[src/rtl/pipe_adder_pkg.sv]
// pipe_adder_pkg
//   Shared configuration helpers for the pipelined chunked adder.
//   - PA_DEF_WIDTH / PA_DEF_STAGES : default geometry of pipe_adder
//   - pa_chunk()    : bits resolved per pipeline stage
//   - pa_width_ok() : legality of a WIDTH/STAGES pair (WIDTH must split evenly)
package pipe_adder_pkg;

  localparam int PA_DEF_WIDTH  = 32;
  localparam int PA_DEF_STAGES = 4;

  function automatic int pa_chunk(input int width, input int stages);
    return width / stages;
  endfunction

  function automatic bit pa_width_ok(input int width, input int stages);
    return (stages > 0) && (width >= stages) && ((width % stages) == 0);
  endfunction

endpackage

[src/rtl/pipe_adder_stage.sv]
// pipe_adder_stage
//   One registered CHUNK-bit slice of the pipelined ripple adder. Slice IDX adds
//   operand bits [IDX*CHUNK +: CHUNK] with the carry from the previous slice and
//   registers the running partial sum, the chunk carry-out, the operands still to
//   be consumed and an overflow flag for this chunk's MSB.
// Ports
//   clk, rst       : clock, synchronous active-high reset
//   v_in           : upstream beat valid
//   ready_in       : downstream can take this stage's contents this cycle
//   a_in, b_in     : effective operands travelling with the beat
//   sum_in         : partial sum resolved by earlier slices (upper bits zero)
//   c_in           : carry into this chunk
//   v_q            : this stage holds a beat
//   a_q, b_q       : operands forwarded to the next slice
//   sum_q          : partial sum including this chunk
//   c_q            : carry out of this chunk
//   ovf_q          : carry-into-chunk-MSB xor carry-out (meaningful in last slice)
module pipe_adder_stage
  import pipe_adder_pkg::*;
#(
  parameter int WIDTH  = PA_DEF_WIDTH,
  parameter int STAGES = PA_DEF_STAGES,
  parameter int IDX    = 0
) (
  input  logic             clk,
  input  logic             rst,
  input  logic             v_in,
  input  logic             ready_in,
  input  logic [WIDTH-1:0] a_in,
  input  logic [WIDTH-1:0] b_in,
  input  logic [WIDTH-1:0] sum_in,
  input  logic             c_in,
  output logic             v_q,
  output logic [WIDTH-1:0] a_q,
  output logic [WIDTH-1:0] b_q,
  output logic [WIDTH-1:0] sum_q,
  output logic             c_q,
  output logic             ovf_q
);

  localparam int CHUNK = pa_chunk(WIDTH, STAGES);
  localparam int LO    = IDX * CHUNK;
  localparam int HI    = LO + CHUNK - 1;

  logic             v_d;
  logic [WIDTH-1:0] a_d, b_d, sum_d;
  logic             c_d, ovf_d;
  logic [CHUNK:0]   add;
  logic             load;

  always_comb begin
    add   = {1'b0, a_in[HI:LO]} + {1'b0, b_in[HI:LO]} + {{CHUNK{1'b0}}, c_in};
    // Take a new beat (or a bubble) when empty or when our content moves on;
    // otherwise hold everything so a stalled result stays stable.
    load  = !v_q || ready_in;
    v_d   = v_q;
    a_d   = a_q;
    b_d   = b_q;
    sum_d = sum_q;
    c_d   = c_q;
    ovf_d = ovf_q;
    if (load) begin
      v_d          = v_in;
      a_d          = a_in;
      b_d          = b_in;
      sum_d        = sum_in;
      sum_d[HI:LO] = add[CHUNK-1:0];
      c_d          = add[CHUNK];
      // Carry into the chunk MSB is recovered from the MSB sum bit.
      ovf_d        = add[CHUNK] ^ (a_in[HI] ^ b_in[HI] ^ add[CHUNK-1]);
    end
  end

  always_ff @(posedge clk) begin
    if (rst) begin
      v_q   <= 1'b0;
      a_q   <= '0;
      b_q   <= '0;
      sum_q <= '0;
      c_q   <= 1'b0;
      ovf_q <= 1'b0;
    end else begin
      v_q   <= v_d;
      a_q   <= a_d;
      b_q   <= b_d;
      sum_q <= sum_d;
      c_q   <= c_d;
      ovf_q <= ovf_d;
    end
  end

endmodule

[src/rtl/pipe_adder.sv]
// pipe_adder
//   WIDTH-bit adder split into STAGES registered CHUNK-bit ripple slices behind a
//   valid/ready stream. One op per cycle, latency STAGES cycles, full backpressure.
//   Results are driven straight from the last slice's registers.
// Optional feature: define PIPE_ADDER_SUB_EN to add the per-beat 'sub' port
//   (sum = a - b - cin; cout = 1 means no borrow).
// Ports
//   clk, rst            : clock, synchronous active-high reset
//   in_valid / in_ready : operand beat handshake
//   a, b, cin           : operands and carry-in
//   sub                 : subtract mode for this beat (PIPE_ADDER_SUB_EN only)
//   out_valid/out_ready : result beat handshake
//   sum, cout, ovf      : result mod 2**WIDTH, carry out, two's-complement overflow
module pipe_adder
  import pipe_adder_pkg::*;
#(
  parameter int WIDTH  = PA_DEF_WIDTH,
  parameter int STAGES = PA_DEF_STAGES
) (
  input  logic             clk,
  input  logic             rst,
  input  logic             in_valid,
  output logic             in_ready,
  input  logic [WIDTH-1:0] a,
  input  logic [WIDTH-1:0] b,
  input  logic             cin,
`ifdef PIPE_ADDER_SUB_EN
  input  logic             sub,
`endif
  output logic             out_valid,
  input  logic             out_ready,
  output logic [WIDTH-1:0] sum,
  output logic             cout,
  output logic             ovf
);

  if (!pa_width_ok(WIDTH, STAGES)) begin : g_bad_cfg
    $error("pipe_adder: WIDTH must be a non-zero multiple of STAGES");
  end

  // Index 0 is the input side; index k+1 is the register output of slice k.
  logic [STAGES:0]            v_s;
  logic [STAGES:0]            c_s;
  logic [STAGES:0][WIDTH-1:0] a_s, b_s, sum_s;
  logic [STAGES-1:0]          ovf_st;
  logic [STAGES:0]            rdy;

`ifdef PIPE_ADDER_SUB_EN
  // Subtract folds into the operands once, at entry; the beat then carries it.
  assign b_s[0] = b ^ {WIDTH{sub}};
  assign c_s[0] = cin ^ sub;
`else
  assign b_s[0] = b;
  assign c_s[0] = cin;
`endif
  assign v_s[0]   = in_valid;
  assign a_s[0]   = a;
  assign sum_s[0] = '0;

  // Ready ripples back from the consumer; a stage is free if empty or moving.
  always_comb begin
    rdy         = '0;
    rdy[STAGES] = out_ready;
    for (int k = STAGES - 1; k >= 0; k--) begin
      rdy[k] = !v_s[k+1] || rdy[k+1];
    end
  end

  for (genvar k = 0; k < STAGES; k++) begin : g_stage
    pipe_adder_stage #(
      .WIDTH (WIDTH),
      .STAGES(STAGES),
      .IDX   (k)
    ) u_stage (
      .clk     (clk),
      .rst     (rst),
      .v_in    (v_s[k]),
      .ready_in(rdy[k+1]),
      .a_in    (a_s[k]),
      .b_in    (b_s[k]),
      .sum_in  (sum_s[k]),
      .c_in    (c_s[k]),
      .v_q     (v_s[k+1]),
      .a_q     (a_s[k+1]),
      .b_q     (b_s[k+1]),
      .sum_q   (sum_s[k+1]),
      .c_q     (c_s[k+1]),
      .ovf_q   (ovf_st[k])
    );
  end

  assign in_ready  = rdy[0];
  assign out_valid = v_s[STAGES];
  assign sum       = sum_s[STAGES];
  assign cout      = c_s[STAGES];
  assign ovf       = ovf_st[STAGES-1];

  // Fully consumed operands and intermediate ovf flags have no load.
  logic unused_tail;
  assign unused_tail = ^{a_s[STAGES], b_s[STAGES], ovf_st};

endmodule
[config.mk]
export PLATFORM = sky130hd
export DESIGN_NAME = pipe_adder
export DESIGN_NICKNAME = d
export VERILOG_FILES = /design/src/rtl/pipe_adder_pkg.sv /design/src/rtl/pipe_adder_stage.sv /design/src/rtl/pipe_adder.sv
export SDC_FILE = /design/constraint.sdc
export NUM_CORES = 1
export LEC_CHECK = 0
export BUFFER_PORTS_ARGS = -buffer_cell sky130_fd_sc_hd__clkbuf_2
export CAP_MARGIN = 20
export CORE_ASPECT_RATIO = 0.5
export CORE_UTILIZATION = 56
export CTS_BUF_LIST = sky130_fd_sc_hd__clkbuf_4 sky130_fd_sc_hd__clkbuf_8 sky130_fd_sc_hd__clkbuf_16
export DETAILED_ROUTE_END_ITERATION = 10
export PLACE_DENSITY_LB_ADDON = 0.15
export SLEW_MARGIN = 20
export SYNTH_ARGS = -nofsm -noshare
export SYNTH_HDL_FRONTEND = slang
export SYNTH_HIERARCHICAL = 1
export SYNTH_SLANG_ARGS = --single-unit
[constraint.sdc]
create_clock -name clk -period 2.2 [get_ports clk]
set_input_delay 0.11 -clock clk [delete_from_list [all_inputs] [get_ports clk]]
set_output_delay 0.11 -clock clk [all_outputs]
set_load 0.01 [all_outputs]
==> results.txt <==
The relative slew slack was 0.4618. The DRC marker count from the first detailed-route iteration was 499. The layout cell share with drive strength beyond 1 was 0.1750; the iteration count of the initial detailed-routing pass was 5. The total placed cells including tap cells was 1194. The run gives 0 as the initial antenna violation count.

The met2 demand-to-capacity share in global routing is 0.3819. Between clock sinks in the finished design, the worst skew comes to 0.01503 ns. The cell sitting at the root of the clock tree is a sky130_fd_sc_hd__clkbuf_16.

In this run the deepest clock path goes through 2 buffers. The count of port buffers added during placement was 104; the signal arrival time at the worst endpoint was 2.45 ns. The clock tree synthesis step divided the H-tree into 4 levels. The tools report the total global routing track utilization as 0.2611. The fraction of the cycle the final worst path needs was 0.9895; the number of nets with antenna violations after detailed routing was 0.

The clock net in this run drives a total of 185 sinks. Routability-driven placement finished with a final weighted congestion of 0.8610. The met3 track demand over resource in global routing was 0.05261. The nature of the critical path startpoint was a flip-flop. The power per standard cell area came out at 762.3 nW/um^2. The run gives 0 as the number of hold-slack violations in the final timing report. The tools report the data required time at the worst endpoint as 2.48 ns.

The time the final worst path needs with I/O delays and setup came out at 2.177 ns. The run gives 0 as the residual overflow from global routing. The number of max-capacitance violations reported came out at 0. The floorplan die width works out to 169.6 um. The critical path in this run is classified as reg2reg. In the routed design, unresolved DRC markers number 0. Setup violations remaining at the end of the flow were counted as 0.

Non-filler instance count after layout: 1278. The tools report the global-route track usage on met1 as 0.3917. The clock transition at the registers of the reported paths is 0.07 ns.

The first global-routing pass estimated 29890 um of wire. The number of antenna repair diodes is 0, and the total length of routed wires is 18330 um. Averaged over all synthesized cells, the footprint is 8.101 sq um. For this run, the top clock speed supported by timing is 459.4 MHz. The worst hold slack was 0.1525 ns; the number of vias in the routed layout was 6642. For the total number of placement rows, the log shows 30. Final count of pins violating max slew: 0.

Counting the buffers created by CTS gives 17. The number of global-route vias before repair was 5919; the total nets after synthesis was 1076. The post-synthesis to final-layout area growth was 20.65%.

The run finished with clean final reports. Pin placement for this block handled 105 I/O pins. In the routed layout, each cell is associated on average with a via count of 5.197. For this run, the number of Yosys warnings is 6. For the pin with the worst max-slew slack, the measured transition is 0.8073 ns. The overall die height was 85.81 um. Summed over all cells, the static leakage comes to 4.067 nW.

Detailed placement finished with a half-perimeter wire length of 12200 um. After synthesis the cells add up to 7866 sq um. Synthesis produced a netlist whose cell count is 971. Maximum resistive drop on vdd: 0.0004852 V. Along the worst path, the maximum fanout reaches 3. The number of nets in the finished design was 1178. The largest net degree at the start of global routing was 110. The layer flagged by global routing as most heavily used is met1.

Endpoint kind of the worst setup timing path: a flip-flop. TritonCTS built the clock tree. For the worst-skew pair, the clock arrives at the later sink with an insertion delay of 0.42 ns. The floorplan step defined a die boundary enclosing 14550 sq um.

The wire length per cell was 14.34 um; the starting density of the core was 0.5773. The standard cell core area came out at 13630 sq um. Core utilization of the finished layout: 0.6965. Setup repair after global routing could not meet its margin everywhere.

The tightest min-delay check is of the in2reg type.
metal layers:
layer	vias to the layer above	wire length [um]
met5	-	0
met4	0	168
met3	20	1200
met2	172	7575
met1	3031	9382
li1	3419	-
worst paths after layout:
check                                           startpoint                      endpoint  slack, ns  depth (start not counted)
worst max-delay path                g_stage[2].u_stage/c_q  g_stage[3].u_stage/sum_q[28]       0.02                          8
worst min-delay path                                   cin   g_stage[0].u_stage/sum_q[0]       0.15                          4
worst max register to register      g_stage[2].u_stage/c_q  g_stage[3].u_stage/sum_q[28]       0.02                          8
worst min register to register  g_stage[0].u_stage/a_q[16]    g_stage[0].u_stage/a_q[16]       0.45                          2
state kept, by name, indices dropped and copies added, names as in the netlist:
| register | count |
|---|---|
| g_stage.u_stage/sum_q | 80 |
| g_stage.u_stage/b_q | 48 |
| g_stage.u_stage/v_q | 4 |
| g_stage.u_stage/ovf_q | 1 |
| g_stage.u_stage/a_q | 48 |
| g_stage.u_stage/c_q | 4 |
layout make-up:
class	count	area (sq um)
multi-input cells	692	3750
well taps	192	240.2
repair buffers	176	1227
flip-flops and latches	185	3705
inverters	1	3.754
clock inverters	14	125.1
fillers	1146	4135
clock buffers	18	439.2
per-stage QoR:
| stage | total power [mW] | TNS, ns | instance area [sq um] | worst slack, ns |
|---|---|---|---|---|
| after floorplan | 4.079 | 0 | 7866 | 0.01541 |
| after global placement | 4.287 | -0.03151 | 8393 | -0.03151 |
| after CTS | 7.270 | 0 | 9450 | 0.007394 |
| final | 7.235 | 0 | 9490 | 0.02304 |
| after detailed placement | 4.301 | -0.1239 | 8393 | -0.08444 |
| after global routing | 7.519 | -0.06928 | 9490 | -0.03871 |
worst max-delay path, stage by stage (launching register included):
cell	delay [ns]
sky130_fd_sc_hd__dfxtp_2	0.33
sky130_fd_sc_hd__fa_2	0.42
sky130_fd_sc_hd__fa_2	0.41
sky130_fd_sc_hd__buf_4	0.15
sky130_fd_sc_hd__buf_4	0.13
sky130_fd_sc_hd__a21o_1	0.17
sky130_fd_sc_hd__a211o_1	0.26
sky130_fd_sc_hd__o211ai_1	0.09
sky130_fd_sc_hd__a21oi_1	0.08
power by group:
group          leakage, nW  internal, mW  switching, mW
Combinational         2.27         0.323          0.350
Clock                0.272          1.52           1.39
Sequential            1.52          3.52          0.122
Total                 4.07          5.37           1.86
cells in the final DEF (no fill, tap or decap), types with 2 or more instances in the layout:
cell	n
sky130_fd_sc_hd__buf_12	3
sky130_fd_sc_hd__dlygate4sd3_1	49
sky130_fd_sc_hd__buf_4	20
sky130_fd_sc_hd__o21ai_0	8
sky130_fd_sc_hd__nand2b_1	4
sky130_fd_sc_hd__nor2b_2	3
sky130_fd_sc_hd__fa_1	6
sky130_fd_sc_hd__xnor2_1	8
sky130_fd_sc_hd__inv_8	4
sky130_fd_sc_hd__a211oi_1	9
sky130_fd_sc_hd__nand3_1	9
sky130_fd_sc_hd__nor2_1	25
sky130_fd_sc_hd__o211ai_1	6
sky130_fd_sc_hd__clkbuf_2	103
sky130_fd_sc_hd__a21o_1	12
sky130_fd_sc_hd__a31o_1	3
sky130_fd_sc_hd__o21bai_1	2
sky130_fd_sc_hd__a31oi_1	3
sky130_fd_sc_hd__dfxtp_1	184
sky130_fd_sc_hd__a21oi_2	3
sky130_fd_sc_hd__or4_1	5
sky130_fd_sc_hd__a211oi_2	8
sky130_fd_sc_hd__nand2_1	330
sky130_fd_sc_hd__a21oi_1	175
sky130_fd_sc_hd__nand3b_1	6
sky130_fd_sc_hd__and4_1	2
sky130_fd_sc_hd__nand4b_1	5
sky130_fd_sc_hd__nand2b_2	2
sky130_fd_sc_hd__clkbuf_16	17
sky130_fd_sc_hd__o211ai_2	3
sky130_fd_sc_hd__inv_6	4
sky130_fd_sc_hd__clkinv_4	2
sky130_fd_sc_hd__a211o_1	2
sky130_fd_sc_hd__ha_1	28
sky130_fd_sc_hd__nand2_2	3
sky130_fd_sc_hd__xor2_1	10
sky130_fd_sc_hd__clkinvlp_4	3
sky130_fd_sc_hd__fa_2	2
sky130_fd_sc_hd__nor2b_4	2
timing repair:
item,CTS,global route
setup buffers,0,3
pin swaps,1,9
hold buffers,49,0
cloned,0,0
gates resized for setup,1,4
hold endpoints to repair,49,0
setup endpoints to repair,3,4
No activity file was read; power rests on OpenSTA's default activity.
